`src/rtl/reg_file_sequencer.sv`:
```
// rtl/reg_file_sequencer.sv - register-file request sequencer with in-order write queue and read forwarding
module reg_file_sequencer #(
    parameter int DATA_WIDTH = 32,
    parameter int ADDR_WIDTH = 5,
    parameter int WQ_DEPTH   = 4
) (
    input  logic                        clk,
    input  logic                        reset,
    input  logic                        rd_req_valid,
    output logic                        rd_req_ready,
    input  logic [ADDR_WIDTH-1:0]       rd_addr1,
    input  logic [ADDR_WIDTH-1:0]       rd_addr2,
    output logic                        rd_valid,
    output logic [DATA_WIDTH-1:0]       rd_data1,
    output logic [DATA_WIDTH-1:0]       rd_data2,
    input  logic                        wr_req_valid,
    output logic                        wr_req_ready,
    input  logic [ADDR_WIDTH-1:0]       wr_addr,
    input  logic [DATA_WIDTH-1:0]       wr_data,
    output logic                        rf_reg_write,
    output logic [ADDR_WIDTH-1:0]       rf_read_reg1,
    output logic [ADDR_WIDTH-1:0]       rf_read_reg2,
    output logic [ADDR_WIDTH-1:0]       rf_write_reg,
    output logic [DATA_WIDTH-1:0]       rf_write_data,
    input  logic [DATA_WIDTH-1:0]       rf_read_data1,
    input  logic [DATA_WIDTH-1:0]       rf_read_data2,
    output logic [$clog2(WQ_DEPTH):0]   wq_count,
    output logic                        wq_empty
);

    localparam int PTR_W = $clog2(WQ_DEPTH);
    localparam int CNT_W = PTR_W + 1;
    localparam logic [CNT_W-1:0] FULL_COUNT = CNT_W'(WQ_DEPTH);

    typedef enum logic [1:0] {
        IDLE     = 2'd0,
        RD_ISSUE = 2'd1,
        RD_RESP  = 2'd2
    } state_t;

    state_t state;
    state_t state_next;

    logic [ADDR_WIDTH-1:0] q_addr [WQ_DEPTH];
    logic [DATA_WIDTH-1:0] q_data [WQ_DEPTH];
    logic [PTR_W-1:0]      head;
    logic [PTR_W-1:0]      tail;
    logic [CNT_W-1:0]      count;

    logic                  rd_accept;
    logic                  wr_accept;
    logic                  pop;

    logic                  fwd_hit1;
    logic                  fwd_hit2;
    logic [DATA_WIDTH-1:0] fwd_data1;
    logic [DATA_WIDTH-1:0] fwd_data2;
    logic [PTR_W-1:0]      fwd_idx;

    logic                  snap_hit1;
    logic                  snap_hit2;
    logic [DATA_WIDTH-1:0] snap_data1;
    logic [DATA_WIDTH-1:0] snap_data2;

    // Handshakes: a full queue blocks reads so IDLE is free to drain one entry.
    always_comb begin
        rd_req_ready = (state == IDLE) && (count != FULL_COUNT);
        wr_req_ready = (count < FULL_COUNT);
        rd_accept    = rd_req_valid && rd_req_ready;
        wr_accept    = wr_req_valid && wr_req_ready;
        pop          = (state == IDLE) && !rd_accept && (count != '0);
        wq_count     = count;
        wq_empty     = (count == '0);
    end

    // Forwarding search: walk oldest to youngest so the last match (youngest) wins.
    always_comb begin
        fwd_hit1  = 1'b0;
        fwd_hit2  = 1'b0;
        fwd_data1 = '0;
        fwd_data2 = '0;
        fwd_idx   = '0;
        for (int i = 0; i < WQ_DEPTH; i++) begin
            fwd_idx = head + PTR_W'(i);
            if (CNT_W'(i) < count) begin
                if (q_addr[fwd_idx] == rd_addr1) begin
                    fwd_hit1  = 1'b1;
                    fwd_data1 = q_data[fwd_idx];
                end
                if (q_addr[fwd_idx] == rd_addr2) begin
                    fwd_hit2  = 1'b1;
                    fwd_data2 = q_data[fwd_idx];
                end
            end
        end
    end

    // FSM state register.
    always_ff @(posedge clk or posedge reset) begin
        if (reset) begin
            state <= IDLE;
        end else begin
            state <= state_next;
        end
    end

    // FSM next-state: a read walks IDLE -> RD_ISSUE -> RD_RESP -> IDLE.
    always_comb begin
        state_next = state;
        case (state)
            IDLE:     if (rd_accept) state_next = RD_ISSUE;
            RD_ISSUE: state_next = RD_RESP;
            RD_RESP:  state_next = IDLE;
            default:  state_next = IDLE;
        endcase
    end

    // Queue payload storage; contents are meaningful only below count, so no reset.
    always_ff @(posedge clk) begin
        if (wr_accept) begin
            q_addr[tail] <= wr_addr;
            q_data[tail] <= wr_data;
        end
    end

    // Queue pointers, register-file port, forward snapshots and read response.
    always_ff @(posedge clk or posedge reset) begin
        if (reset) begin
            head          <= '0;
            tail          <= '0;
            count         <= '0;
            rf_reg_write  <= 1'b0;
            rf_read_reg1  <= '0;
            rf_read_reg2  <= '0;
            rf_write_reg  <= '0;
            rf_write_data <= '0;
            snap_hit1     <= 1'b0;
            snap_hit2     <= 1'b0;
            snap_data1    <= '0;
            snap_data2    <= '0;
            rd_valid      <= 1'b0;
            rd_data1      <= '0;
            rd_data2      <= '0;
        end else begin
            rf_reg_write <= pop;
            rd_valid     <= (state == RD_RESP);

            if (rd_accept) begin
                rf_read_reg1 <= rd_addr1;
                rf_read_reg2 <= rd_addr2;
                snap_hit1    <= fwd_hit1;
                snap_hit2    <= fwd_hit2;
                snap_data1   <= fwd_data1;
                snap_data2   <= fwd_data2;
            end

            if (pop) begin
                rf_write_reg  <= q_addr[head];
                rf_write_data <= q_data[head];
                head          <= head + PTR_W'(1);
            end

            if (wr_accept) begin
                tail <= tail + PTR_W'(1);
            end

            case ({wr_accept, pop})
                2'b10:   count <= count + CNT_W'(1);
                2'b01:   count <= count - CNT_W'(1);
                default: count <= count;
            endcase

            if (state == RD_RESP) begin
                rd_data1 <= snap_hit1 ? snap_data1 : rf_read_data1;
                rd_data2 <= snap_hit2 ? snap_data2 : rf_read_data2;
            end
        end
    end

endmodule

```
`config.mk`:
```
export PLATFORM = sky130hd
export DESIGN_NAME = reg_file_sequencer
export DESIGN_NICKNAME = d
export VERILOG_FILES = /design/src/rtl/reg_file_sequencer.sv
export SDC_FILE = /design/constraint.sdc
export NUM_CORES = 1
export LEC_CHECK = 0
export BUFFER_PORTS_ARGS = -buffer_cell sky130_fd_sc_hd__buf_2
export CAP_MARGIN = 25
export CORE_ASPECT_RATIO = 0.75
export CORE_MARGIN = 2
export CORE_UTILIZATION = 30
export DETAILED_ROUTE_END_ITERATION = 8
export GPL_ROUTABILITY_DRIVEN = 0
export GPL_TIMING_DRIVEN = 1
export PLACE_DENSITY = 0.59
export SLEW_MARGIN = 5
export SYNTH_ARGS = -nofsm -noshare
export SYNTH_HDL_FRONTEND = slang
export SYNTH_SLANG_ARGS = --single-unit
```
`constraint.sdc`:
```
create_clock -name clk -period 10.8 [get_ports clk]
set_input_delay 2.16 -clock clk [delete_from_list [all_inputs] [get_ports clk]]
set_output_delay 2.16 -clock clk [all_outputs]
set_load 0.02 [all_outputs]
```
Yosys cells after proc, flatten, opt, wreduce, memory -nomap -nowiden

Memory sizes are Yosys's and may differ from the RTL's.
Index checks and enable logic that the tools add are counted.
W data, S select, Z words.

Add/sub/neg operators: 6
Order comparisons: 5
Equality and inequality tests: 14
Muxes and demuxes: 39
Reductions and logical operators: 10

Operators with widths:

| operator              | count |
|---|---|
| $mux W32              | 18 |
| $eq A5 B5 Y1          | 8 |
| $mux W1               | 18 |
| $lt A1 B3 Y1 const A  | 2 |
| $lt A2 B3 Y1 const A  | 2 |
| $pmux W3 S2           | 1 |
| $logic_and A1 B1 Y1   | 5 |
| $add A2 B1 Y2 const B | 2 |
| $add A2 B2 Y2 const B | 2 |
| $eq A2 B1 Y1 const B  | 2 |
| $eq A2 B2 Y1 const B  | 2 |
| $pmux W2 S2           | 1 |
| $add A3 B1 Y3 const B | 1 |
| $logic_not A3 Y1      | 1 |
| $lt A3 B3 Y1 const B  | 1 |
| $ne A3 B3 Y1 const B  | 1 |
| $reduce_bool A3 Y1    | 1 |
| $sub A3 B1 Y3 const B | 1 |
| $logic_not A2 Y1      | 1 |
| $mux W2               | 1 |
| $ne A2 B2 Y1 const B  | 1 |
| $reduce_bool A2 Y1    | 1 |
| $logic_not A1 Y1      | 1 |

Bits in registers: 188
Bits in writable memories: 148
Input bits: 115
Output and inout port bits: 119
Logic and storage cells: 92
Memories kept: 2

Memory list:

| memory | depth | width | read ports | clocked after Yosys merged registers in | write ports | line | RTL |
|---|---|---|---|---|---|---|---|
| q_data | 4     | 32    | 4          | 0                                       | 1           | 45   | `logic [DATA_WIDTH-1:0] q_data [WQ_DEPTH];` |
| q_addr | 4     | 5     | 4          | 0                                       | 1           | 44   | `logic [ADDR_WIDTH-1:0] q_addr [WQ_DEPTH];` |

Longest topological paths before layout

Gate-level depths: netlist of run 1.
An unclocked memory read counts as a cell.

Depth after elaboration: 10
Gate-level depth with buffers: 12
Gate-level depth less buffers: 10

Worst setup path after synthesis of run 1

No wires, ideal clock.

Kind: input -> register
Start: input port rd_req_valid
End: register count[2], in the netlist wq_count[2]
Setup time: 129 ps
Arrival: 3710 ps
Data required time: 10671 ps
Slack: 6960 ps
Stages: 9
Buffers on the path: 1
Path through: nand2_1 inv_2 or4_1 clkbuf_1 inv_2 ha_1 mux2i_1 nor2_1 xnor2_1

Longest elaborated chain between the ends: 6
Elaborated cells between the ends (all ways): 8
Classes of those cells: 2 x eq/ne; 1 x mux; 5 x reduce/logical

Ends and longest elaborated chain:

| item                                              | line | RTL |
|---|---|---|
| start: declaration                                | 9    | `input logic rd_req_valid,` |
| $logic_and A1 B1 Y1 (*)                           | 69   | `rd_accept = rd_req_valid && rd_req_ready;` |
| $logic_not A1 Y1 (*)                              | 71   | `pop = (state == IDLE) && !rd_accept && (count != '0);` |
| $logic_and A1 B1 Y1 (*) (2 in a row)              | 71   |  |
| via pop                                           | 52   | `logic pop;` |
| $eq A2 B1 Y1 or $eq A2 B2 Y1 (tied branches)      | 167  | `case ({wr_accept, pop})` |
| $pmux W3 S2 or $reduce_bool A2 Y1 (tied branches) | n/a  |  |
| end signal: assignment                            | 168  | `2'b10: count <= count + CNT_W'(1);` |
| end signal: assignment                            | 169  | `2'b01: count <= count - CNT_W'(1);` |
| end signal: assignment                            | 170  | `default: count <= count;` |
| end: declaration                                  | 48   | `logic [CNT_W-1:0] count;` |

The timed path passes the listed nets; every way through them passes the cells marked *.
A chain may end at the register's enable or synchronous reset.

Worst setup path after layout of run 1

Start: register head[1]
End: register snap_data2[8]

Longest elaborated chain between the ends: 10
Elaborated cells between the ends (all ways): 17
Classes of those cells: 3 x add/sub; 4 x eq/ne; 8 x mux; 2 x memory

Ends and longest elaborated chain:

| item                                                  | line | RTL |
|---|---|---|
| start: declaration                                    | 46   | `logic [PTR_W-1:0] head;` |
| start signal: assignment                              | 160  | `head <= head + PTR_W'(1);` |
| branches (longest 9 deep; another with $mem_v2 Z4 W5) | n/a  |  |
| $mux W32 (*)                                          | 85   | `if (CNT_W'(i) < count) begin` |
| end signal: assignment                                | 154  | `snap_data2 <= fwd_data2;` |
| end: declaration                                      | 63   | `logic [DATA_WIDTH-1:0] snap_data2;` |

Every way passes the cells marked *.

==> impl_results.md, run 1 <==
* Power per standard cell area at 311 nW/µm²
* Core Rows at 77
* # resized after CTS at 0
* Buf+Inv Stages, Crit Path at 1
* Wire length of the first global-routing pass at 87.3 mm
* Synthesized area at 18100 µm²
* Clock Sink Count at 336
* Number of flops mapped to enable cells by yosys at 148
* CTS buffer count at 40
* DRC marker count from the first detailed-route iteration at 1493
* Count of final setup violators at 0
* Largest buffer count on any clock path at 3
* End of the worst register-to-register path: snap_data2[8]$_DFFE_PP0P_
* Outcome: finished clean
* Number of cells on the worst hold path at 2
* Hold path startpoint: rd_data2[29]$_DFFE_PP0P_
* Number of DRC violations after detailed routing at 0
* Wirelength, routed at 59.8 mm
* Critical path endpoint category: flip-flop
* Layout-stage area growth over the synthesis result at 17.1%
* Remaining antenna violation count after routing at 0
* Largest net degree at the start of global routing at 101
* Final routed wire length divided by cell count at 22.3 µm
* Number of synthesized register bits at 336
* Launching element type of the critical path: flip-flop
* Clock insertion delay at the later pin of the skew report at 580 ps
* Buffer type at the clock tree root: sky130_fd_sc_hd__clkbuf_16
* Overall die area at 62200 µm²
* Total Neg Setup Slack at 0 ps
* Synth Instances at 1686
* Filler Cell Count at 5884
* Max-capacitance violation count at 0
* TritonCTS clock tree: yes
* Async set or reset register ratio after synthesis at 0.560
* Net Count, Synth at 1810
* CTS hold repair buffers at 0
* Final Slew Violations at 0
* Chip Height at 216 µm
* Number of iterations in the first detailed-routing pass at 5
* Detailed Place HPWL at 43.0 mm
* Largest register FFs at 128
* Number of I/O port buffers at 233
* VDD IR-drop max at 0.000124 V
* Post-CTS Setup Bufs at 0
* Largest reg by FF count: q_data
* Fin crit share at 0.407
* Worst setup skew after layout at 25.1 ps
* Worst Path Required at 11260 ps
* Max H-tree Level at 2
* Leading cell types by total area after synthesis: sky130_fd_sc_hd__dfrtp_1 (26%), sky130_fd_sc_hd__edfxtp_1 (25%), sky130_fd_sc_hd__mux2i_1 (11%)
* Number of antenna violations at the first check in global routing at 14
* Post-synthesis average cell area at 10.7 µm²
* Clock transition at the register clock pins on the worst setup and hold paths after CTS at 60 ps
* Final Util at 0.357
* Start of the worst register-to-register path: head[1]$_DFFE_PP0P_
* Routed vias at 14100
* Worst-path cell with the longest stage delay: sky130_fd_sc_hd__buf_4
* Initial cell density of the core at 0.305
* Worst path max stage delay at 830 ps
* Final hold violation count at 0
* Worst min-delay path class: flip-flop to flip-flop
* Setup repair after global routing missed its margin: false
* Nets at 1971
* Number of unique standard cell types used by synthesis at 56
* Transition time at the pin with the least slew margin at 1010 ps
* Overall power of the completed layout at 6.58 mW
* Internal reg-to-reg setup slack at 6400 ps
* Count of cells along the worst register-to-register path at 8
* Overall die width at 287 µm
* Top-area cell type share of the netlist area at 0.261
* Via count of the first global-routing pass at 13200
* Peak clock frequency supported by timing at 0.227 GHz
* Cell taking the most area after synthesis: sky130_fd_sc_hd__dfrtp_1
* Post-DR vias/cell at 5.27
* Most instantiated flip-flop cell in the synthesis netlist: sky130_fd_sc_hd__dfrtp_1
* Maximum net fanout on the critical path at 72
* Worst-path cell chain: buf_4 > mux2_1 > and3_1 > o21ai_0 > a21o_1 > and2_1 > nand2_2 > o21ai_1
* Share of cells above drive strength 1 at 0.239
* Congestion Overflow GR at 0
* Cell leakage power at 9.11 nW
* Overall Global Routing Usage at 0.188
* Path type of the worst setup path: flip-flop to flip-flop
* Data arrival time at the worst-slack endpoint at 4860 ps
* Largest delay share family, worst path: compound AO/OA/AOI/OAI gates
* Sequential cell area fraction in the yosys report at 0.507
* Slew Limit Headroom at 0.319
* Core area at 59300 µm²
* Endpoint of the worst hold-timing path: rd_data2[29]$_DFFE_PP0P_
* Time the worst path needs with I/O delays and setup at 4400 ps
* Synth warnings at 0
* IO Pins at 234
layout by cell type (no fill, tap or decap), drive strengths merged, types with 15 or more instances in the layout:
cell type and instances:
buf 259, o21ai 193, mux2i 200, o31ai 18, edfxtp 148, mux2 61
a21o 19, a31oi 17, nor2 81, dfrtp 188, inv 31, mux4 15
clkbuf 55, a211oi 15, nor3 15, xnor2 35, and2 15, nand2 269
a221oi 18, a211o 16, a21oi 49
worst max path at each step:
stage                                            end                start  cells after the start  slack (ps)
after floorplan                  head[0]$_DFFE_PP0P_                reset                      1        3530
after global placement       wq_count[2]$_DFFE_PP0P_         rd_req_valid                      9        5690
after detailed placement  snap_data2[30]$_DFFE_PP0P_          rd_addr2[3]                      7        6100
after CTS                 snap_data2[30]$_DFFE_PP0P_  head[1]$_DFFE_PP0P_                      8        6410
after global routing      snap_data2[30]$_DFFE_PP0P_  head[1]$_DFFE_PP0P_                      8        6160
final                      snap_data2[8]$_DFFE_PP0P_  head[1]$_DFFE_PP0P_                      8        6400
synthesized netlist by cell type (all sizes together) (3+ instances only):
cell and count:
a211o 16, a211oi 15, a21o 19, a21oi 49, a221oi 18, a22o 14
a22oi 14, a31oi 17, and2 15, and3 4, buf 61, clkbuf 79
dfrtp 188, edfxtp 148, ha 9, inv 28, mux2 61, mux2i 200
mux4 15, nand2 269, nand2b 3, nand3 7, nand4 5, nor2 81
nor2b 11, nor3 15, o211ai 14, o21a 14, o21ai 193, o221ai 14
o311a 5, o31a 9, o31ai 18, xnor2 35, xor2 11
final cells by class:
class,instances,area (µm²),area share
Sequential cell,336,9160,0.433
Multi-Input combinational cell,1182,8190,0.387
Timing Repair Buffer,259,1390,0.0659
Clock buffer,55,1150,0.0543
Tap cell,790,988,0.0467
Clock inverter,19,143,0.00674
Inverter,28,115,0.00544
Antenna cell,5,12.5,0.000592
where the power goes:
part           leakage [nW]  switching (mW)  internal, mW
sequential             3.77           0.367          1.72
clock                 0.631           0.562         0.773
combinational          4.71            2.07          1.09
total                  9.11            3.00          3.59
worst register-to-register path, stage by stage, from the launching register on:
cell and delay, ps:
sky130_fd_sc_hd__dfrtp_4 740, sky130_fd_sc_hd__buf_4 840, sky130_fd_sc_hd__mux2_1 420, sky130_fd_sc_hd__and3_1 180, sky130_fd_sc_hd__o21ai_0 360, sky130_fd_sc_hd__a21o_1 590
sky130_fd_sc_hd__and2_1 260, sky130_fd_sc_hd__nand2_2 530, sky130_fd_sc_hd__o21ai_1 390
routing by layer:
layer,global-route usage,wire length [µm],part of all wire
met5,0,104,0.0017
met4,0.0420,842,0.014
met3,0.0748,7390,0.12
met2,0.253,23800,0.40
met1,0.278,27600,0.46
kinds of logic (layout without fill, tap and decap cells):
kind of cell             Yosys count  count (layout)  synth area share
flip-flops                       336             336             0.507
buffers and inverters            168             361            0.0412
multiplexers                     276             276             0.168
XOR/XNOR                          46              46            0.0223
AO/OA/AOI/OAI                    433             433             0.160
AND/OR/NAND/NOR                  418             418            0.0957
adder cells (fa/ha/maj)            9               9           0.00624
other                              0               5                 0
through the flow:
step / instances / setup WS, ps / hold WS (ps) / cell area, µm²
final: 2674 / 6400 / 470 / 21200
after detailed placement: 2594 / 6100 / 464 / 19800
after global routing: 2669 / 6160 / 495 / 21100
after global placement: 2593 / 5690 / 457 / 19800
after CTS: 2668 / 6410 / 477 / 21100
after floorplan: 1686 / 3530 / 443 / 18100
Power figures use the tool's default switching activity.
==> run 2, diff against run 1 <==
==> constraint.sdc (replaced) <==
create_clock -name clk -period 4.37 [get_ports clk]
set_input_delay 0.874 -clock clk [delete_from_list [all_inputs] [get_ports clk]]
set_output_delay 0.874 -clock clk [all_outputs]
set_load 0.02 [all_outputs]
==> run 2 against run 1 <==
  * Setup slack got worse by 5500 ps
  * Total power up 150%
  * Register-to-register slack worse by 5500 ps
  * Sequential share of layout area down 0.092 points
  * Clock power increased by 140%
  * Largest cell class unchanged
  * Largest power group unchanged
  * Highest routed layer unchanged
==> impl_results.md, run 2 (synthesis results as in run 1) <==
* Outcome: finished clean
* Post-DR vias/cell at 5.22 (-0.81%)
* DRC marker count from the first detailed-route iteration at 1585 (+6.2%)
* Largest buffer count on any clock path at 3 (unchanged)
* Worst-path cell with the longest stage delay: sky130_fd_sc_hd__and2_1
* Overall Global Routing Usage at 0.186 (-0.00247)
* Post-place instance area at 19900 µm² (+0.47%)
* Worst setup skew after layout at 29.3 ps (+4.23 ps)
* VDD IR-drop max at 0.000349 V (+180%)
* Overall power of the completed layout at 16.2 mW (+150%)
* Cell leakage power at 9.13 nW (+0.27%)
* Crit-path most repeated cell: sky130_fd_sc_hd__mux2i_1
* Nets at 1979 (+0.41%)
* Time the worst path needs with I/O delays and setup at 3470 ps (-926 ps)
* Largest net degree at the start of global routing at 100 (-0.99%)
* Max-capacitance violation count at 0 (unchanged)
* Buffer type at the clock tree root: sky130_fd_sc_hd__clkbuf_16
* Worst min-delay path class: input port to asynchronous set/reset pin
* Initial cell density of the core at 0.305 (unchanged)
* Final Slew Violations at 0 (unchanged)
* Overall die area at 62200 µm² (unchanged)
* Worst slack after detailed placement at 924 ps (-5180 ps)
* Count of final setup violators at 0 (unchanged)
* Wirelength, routed at 58.8 mm (-1.5%)
* Final setup slack of the worst path at 900 ps (-5500 ps)
* Detailed Place HPWL at 42.6 mm (-0.86%)
* Final hold violation count at 0 (unchanged)
* Launching element type of the critical path: flip-flop
* Clock transition at the register clock pins on the worst setup and hold paths after CTS at 60 ps (about the same)
* Largest register FFs at 128 (unchanged)
* Setup repair after global routing missed its margin: false
* Worst Path Required at 4830 ps (-6430 ps)
* Chip Height at 216 µm (unchanged)
* Total instance count after detailed placement at 2603 (+0.35%)
* Total Neg Setup Slack at 0 ps (unchanged)
* Overall die width at 287 µm (unchanged)
* Number of I/O port buffers at 233 (unchanged)
* Via count of the first global-routing pass at 13100 (-1.0%)
* Post-CTS Setup Bufs at 0 (unchanged)
* Fin cells at 2680 (+0.22%)
* Number of DRC violations after detailed routing at 0 (unchanged)
* Power per standard cell area at 763 nW/µm² (+150%)
* Largest reg by FF count: q_data
* Worst path max stage delay at 800 ps (-30 ps)
* CTS hold repair buffers at 0 (unchanged)
* Number of iterations in the first detailed-routing pass at 5 (unchanged)
* Final cell area excluding filler cells at 21200 µm² (+0.21%)
* Commonest non-fill, non-tap cell in the layout: sky130_fd_sc_hd__nand2_1
* Largest delay share family, worst path: simple AND/OR/NAND/NOR gates
* CTS buffer count at 39 (-2.5%)
* TritonCTS clock tree: yes
* Clock Sink Count at 336 (unchanged)
* Transition time at the pin with the least slew margin at 1050 ps (+43.3 ps)
* Core area at 59300 µm² (unchanged)
* Routed vias at 14000 (-0.58%)
* Clock insertion delay at the later pin of the skew report at 570 ps (about the same)
* Max H-tree Level at 2 (unchanged)
* Share of cells above drive strength 1 at 0.239 (+0.000300)
* Maximum net fanout on the critical path at 33 (-54%)
* Buf+Inv Stages, Crit Path at 1 (unchanged)
* Remaining antenna violation count after routing at 0 (unchanged)
* Path type of the worst setup path: flip-flop to flip-flop
* Core Rows at 77 (unchanged)
* Final routed wire length divided by cell count at 22.0 µm (-1.7%)
* Slew Limit Headroom at 0.290 (-0.0292)
* # resized after CTS at 0 (unchanged)
* Number of antenna violations at the first check in global routing at 13 (-1)
* Wire length of the first global-routing pass at 86.6 mm (-0.86%)
* Highest-count cells in the layout ignoring fill and taps: sky130_fd_sc_hd__nand2_1 (268), sky130_fd_sc_hd__buf_2 (233), sky130_fd_sc_hd__mux2i_1 (200), sky130_fd_sc_hd__dfrtp_1 (184), sky130_fd_sc_hd__edfxtp_1 (148)
* Fin crit share at 0.794 (+0.387)
* Peak clock frequency supported by timing at 0.288 GHz (+27%)
* Worst-path cell chain: mux2i_1 > mux2i_1 > xnor2_1 > and4_1 > and2_1 > buf_4 > a221oi_2 > o31ai_2
* Critical path endpoint category: flip-flop
* Layout-stage area growth over the synthesis result at 17.4%
* Congestion Overflow GR at 0 (unchanged)
* Data arrival time at the worst-slack endpoint at 3930 ps (-930 ps)
* IO Pins at 234 (unchanged)
run 2: report_power, final:
part	internal, mW	total, mW	switching, mW	leakage [nW]
Sequential	4.25	5.09	0.832	3.77
Combinational	2.70	7.88	5.17	4.75
Clock	1.86	3.20	1.34	0.610
run 2: stage by stage:
step | util | hold slack (ps)
2_1_floorplan | - | 443
3_3_place_gp | 0.336 | 454
3_5_place_dp | 0.336 | 461
4_1_cts | 0.357 | 325
5_1_grt | 0.358 | 367
6_report | 0.358 | 344
run 2: routing by layer:
metal / vias to the layer above / global-route usage / part of all wire
met3: 75 / 0.0561 / 0.10
li1: 6467 / - / -
met4: 16 / 0.0444 / 0.015
met5: - / 0 / 0.0016
met1: 6844 / 0.285 / 0.48
met2: 595 / 0.250 / 0.40
run 2: cell type report:
class                           count  area (µm²)
Fill cell                        5821       38100
Sequential cell                   336        9160
Multi-Input combinational cell   1182        8190
Timing Repair Buffer              268        1490
Clock buffer                       53        1080
Tap cell                          790         988
Clock inverter                     18         171
Inverter                           28         111
Antenna cell                        5        12.5
run 2: worst paths after layout:
kind                                               start  cells past startpoint                         end  slack, ps
worst max-delay path                 head[1]$_DFFE_PP0P_                      8  snap_data1[15]$_DFFE_PP0P_        900
min in group clk                rd_data1[15]$_DFFE_PP0P_                      2    rd_data1[15]$_DFFE_PP0P_        470
worst min-delay path                               reset                      2    rd_data2[12]$_DFFE_PP0P_        340
max in group asynchronous                          reset                      3    rd_data1[20]$_DFFE_PP0P_       3150
worst max register to register       head[1]$_DFFE_PP0P_                      8  snap_data1[15]$_DFFE_PP0P_        900
worst min register to register  rd_data1[15]$_DFFE_PP0P_                      2    rd_data1[15]$_DFFE_PP0P_        470
==> run 3, diff against run 2 <==
--- a/config.mk
+++ b/config.mk
@@ -5,6 +5,7 @@
 export SDC_FILE = /design/constraint.sdc
 export NUM_CORES = 1
 export LEC_CHECK = 0
+export ABC_AREA = 1
 export BUFFER_PORTS_ARGS = -buffer_cell sky130_fd_sc_hd__buf_2
 export CAP_MARGIN = 25
 export CORE_ASPECT_RATIO = 0.75
==> constraint.sdc (replaced) <==
create_clock -name clk -period 3.5 [get_ports clk]
set_input_delay 0.7 -clock clk [delete_from_list [all_inputs] [get_ports clk]]
set_output_delay 0.7 -clock clk [all_outputs]
set_load 0.02 [all_outputs]
==> run 3 against run 2 <==
  * Sequential share of layout area fell by 2.0 points
  * Largest power group unchanged
  * Maximum frequency is 26% higher
  * Setup slack lost 150 ps
  * Clock skew is 1.2 ps lower
  * Die area rose by 5.1%
  * Global-route usage is 0.066 points higher
  * Area after synthesis grew 5.2%
==> impl_results.md, run 3 <==
* # resized after CTS at 0 (unchanged)
* Power per standard cell area at 1010 nW/µm² (+32%)
* Clock transition at the register clock pins on the worst setup and hold paths after CTS at 60 ps (about the same)
* Fin cells at 3487 (+30%)
* Crit-path most repeated cell: sky130_fd_sc_hd__nand2_1
* Simple logic cell fraction of the synthesized area at 0.281 (+0.186)
* Number of synthesized register bits at 336 (unchanged)
* Worst slack after detailed placement at 870 ps (-53.4 ps)
* Synthesized-area fraction occupied by ao, oa, aoi and oai cells at 0.0988 (-0.0615)
* Wire length of the first global-routing pass at 93.6 mm (+8.1%)
* Maximum net fanout on the critical path at 178 (+440%)
* Setup repair after global routing missed its margin: false
* Worst path max stage delay at 800 ps (about the same)
* Net Count, Synth at 2568 (+42%)
* Synthesized area at 19000 µm² (+5.2%)
* Overall Global Routing Usage at 0.186 (+0.000659)
* Final Slew Violations at 0 (unchanged)
* Outcome: finished clean
* Overall die width at 295 µm (+2.5%)
* Remaining antenna violation count after routing at 0 (unchanged)
* Final routed wire length divided by cell count at 17.8 µm (-19%)
* Core Rows at 79 (+2.6%)
* Via count of the first global-routing pass at 14700 (+12%)
* IO Pins at 234 (unchanged)
* Max-capacitance violation count at 0 (unchanged)
* Largest reg by FF count: q_data
* Top-area cell type share of the netlist area at 0.248 (-0.0129)
* Number of flops mapped to enable cells by yosys at 148 (unchanged)
* Number of antenna violations at the first check in global routing at 20 (+7)
* Routed vias at 16600 (+18%)
* Main combinational cell family by area after synthesis: simple AND/OR/NAND/NOR gates
* Share of cells above drive strength 1 at 0.155 (-0.0839)
* Time the worst path needs with I/O delays and setup at 2750 ps (-721 ps)
* Number of unique standard cell types used by synthesis at 35 (-38%)
* Synth warnings at 0 (unchanged)
* Commonest non-fill, non-tap cell in the layout: sky130_fd_sc_hd__nand2_1
* Number of I/O port buffers at 233 (unchanged)
* Final hold violation count at 0 (unchanged)
* Path type of the worst setup path: flip-flop to flip-flop
* Most frequently used cell type in the post-synthesis netlist: sky130_fd_sc_hd__nand2_1
* Largest delay share family, worst path: compound AO/OA/AOI/OAI gates
* Number of iterations in the first detailed-routing pass at 6 (+1)
* Post-synthesis average cell area at 7.77 µm² (-27%)
* Cell leakage power at 10.5 nW (+15%)
* Fin crit share at 0.785 (-0.00874)
* Number of DRC violations after detailed routing at 0 (unchanged)
* Peak clock frequency supported by timing at 0.364 GHz (+26%)
* Worst-path cell with the longest stage delay: sky130_fd_sc_hd__o21ai_0
* Overall power of the completed layout at 22.4 mW (+39%)
* Most instantiated flip-flop cell in the synthesis netlist: sky130_fd_sc_hd__dfrtp_1
* Data arrival time at the worst-slack endpoint at 3230 ps (-700 ps)
* Chip Height at 222 µm (+2.5%)
* Post-DR vias/cell at 4.75 (-9.0%)
* Worst Path Required at 3980 ps (-850 ps)
* Transition time at the pin with the least slew margin at 974 ps (-79.3 ps)
* Critical path endpoint category: flip-flop
* Slew Limit Headroom at 0.344 (+0.0534)
* Largest register FFs at 128 (unchanged)
* Worst-path cell chain: buf_12 > mux2i_1 > o21ai_0 > nand3_1 > nand2_1 > nand2_1 > a21oi_1
* Largest buffer count on any clock path at 3 (unchanged)
* Detailed Place HPWL at 44.3 mm (+3.9%)
* Leading cell types by total area after synthesis: sky130_fd_sc_hd__dfrtp_1 (25%), sky130_fd_sc_hd__edfxtp_1 (23%), sky130_fd_sc_hd__nand2_1 (15%)
* Core area at 62400 µm² (+5.3%)
* CTS hold repair buffers at 0 (unchanged)
* DRC marker count from the first detailed-route iteration at 1902 (+20%)
* Worst setup skew after layout at 28.1 ps (-1.20 ps)
* Wirelength, routed at 62.1 mm (+5.5%)
* Internal reg-to-reg setup slack at 750 ps (-150 ps)
* Clock Sink Count at 336 (unchanged)
* Synth Instances at 2444 (+45%)
* Max H-tree Level at 2 (unchanged)
* Final setup slack of the worst path at 751 ps (-149 ps)
* CTS buffer count at 39 (unchanged)
* Buffer type at the clock tree root: sky130_fd_sc_hd__clkbuf_16
* Count of final setup violators at 0 (unchanged)
* Overall die area at 65400 µm² (+5.1%)
* Launching element type of the critical path: flip-flop
* Cell taking the most area after synthesis: sky130_fd_sc_hd__dfrtp_1
* Total Neg Setup Slack at 0 ps (unchanged)
* VDD IR-drop max at 0.000647 V (+86%)
* Xor-xnor portion of the synthesized cell area at 0.00691 (-0.0154)
* Initial cell density of the core at 0.305 (about the same)
* Sequential cell area fraction in the yosys report at 0.481 (-0.0251)
* Mux contribution to synthesized area at 0.0516 (-0.116)
* Post-CTS Setup Bufs at 0 (unchanged)
* Largest net degree at the start of global routing at 179 (+79%)
* Worst min-delay path class: input port to asynchronous set/reset pin
* Congestion Overflow GR at 0 (unchanged)
* Buf+Inv Stages, Crit Path at 1 (unchanged)
* List of most frequent post-synthesis cells: sky130_fd_sc_hd__nand2_1 (765), sky130_fd_sc_hd__nor2_1 (351), sky130_fd_sc_hd__dfrtp_1 (188), sky130_fd_sc_hd__inv_1 (155), sky130_fd_sc_hd__o21ai_0 (149)
* Nets at 2728 (+38%)
* Layout-stage area growth over the synthesis result at 16.9%
* Total instance count after detailed placement at 3413 (+31%)
* Clock insertion delay at the later pin of the skew report at 580 ps (about the same)
* Post-Synth Adder-Cell Area at 0.00593 (-0.000309)
* TritonCTS clock tree: yes
* Async set or reset register ratio after synthesis at 0.560 (unchanged)
* Highest-count cells in the layout ignoring fill and taps: sky130_fd_sc_hd__nand2_1 (763), sky130_fd_sc_hd__nor2_1 (345), sky130_fd_sc_hd__buf_2 (233), sky130_fd_sc_hd__dfrtp_1 (186), sky130_fd_sc_hd__inv_1 (154)
==> run 3: changes by cell type in the layout (fill, tap and decap cells not counted), sizes merged, moves of 19 or more <==
cell / delta
mux2i: -102
nand3: +102
mux2: -61
a31oi: +47
nor2: +279
nand2: +507
o21ai: -35
a21o: -19
xnor2: -33
a21oi: +85
inv: +134
or2: +64
==> run 3: logic make-up (layout without fill, tap and decap cells) <==
| kind of cell | count (synthesis) | count (layout) |
|---|---|---|
| and+or+nand+nor | 1315 | 1315 |
| AOI/OAI and AO/OA | 358 | 358 |
| DFF | 336 | 336 |
| buffers and inverters | 313 | 501 |
| muxes | 98 | 98 |
| xor gates and xnor gates | 15 | 15 |
| adders and majority gates | 9 | 9 |
| other | 0 | 5 |
==> run 3: worst paths after layout <==
check	startpoint	end	cells after the start
max	head[0]$_DFFE_PP0P_	snap_data1[31]$_DFFE_PP0P_	7
min	reset	snap_data1[22]$_DFFE_PP0P_	2
max reg2reg	head[0]$_DFFE_PP0P_	snap_data1[31]$_DFFE_PP0P_	7
min reg2reg	state[1]$_DFFE_PP0P_	state[1]$_DFFE_PP0P_	1
max in group asynchronous	reset	head[1]$_DFFE_PP0P_	4
min in group clk	wr_data[17]	q_data[1][17]$_DFFE_PP_	1
==> run 3: layer usage <==
metal	vias up	part of all wire	track usage
li1	8209	-	-
met5	-	0.0029	0
met1	7528	0.51	0.304
met3	81	0.11	0.0595
met4	30	0.014	0.0398
met2	728	0.37	0.228
==> run 3: worst reg2reg max path: stages (launching register included) <==
cell	delay, ps
sky130_fd_sc_hd__dfrtp_4	510
sky130_fd_sc_hd__buf_12	510
sky130_fd_sc_hd__mux2i_1	420
sky130_fd_sc_hd__o21ai_0	800
sky130_fd_sc_hd__nand3_1	170
sky130_fd_sc_hd__nand2_1	110
sky130_fd_sc_hd__nand2_1	50
sky130_fd_sc_hd__a21oi_1	110
==> run 3: through the flow <==
step	util	hold slack, ps	area [µm²]
after global placement	0.336	455	21000
after detailed placement	0.336	452	21000
after CTS	0.356	264	22200
final	0.356	283	22200
after floorplan	-	423	19000
after global routing	0.356	306	22200
==> run 3: final cells by class <==
cell class | count | area [µm²]
antenna | 5 | 12.5
clock buffer | 47 | 1040
clock inverter | 22 | 201
fill | 6454 | 40200
inverter | 158 | 599
multi-input combinational | 1795 | 8520
sequential | 336 | 9150
tap | 850 | 1060
timing repair buffer | 274 | 1640
==> run 3: power by group <==
group / switching, mW / internal (mW) / leakage [nW]
Combinational: 8.46 / 3.61 / 6.33
Sequential: 0.794 / 5.54 / 3.55
Clock: 1.73 / 2.28 / 0.611
Total: 11.0 / 11.4 / 10.5
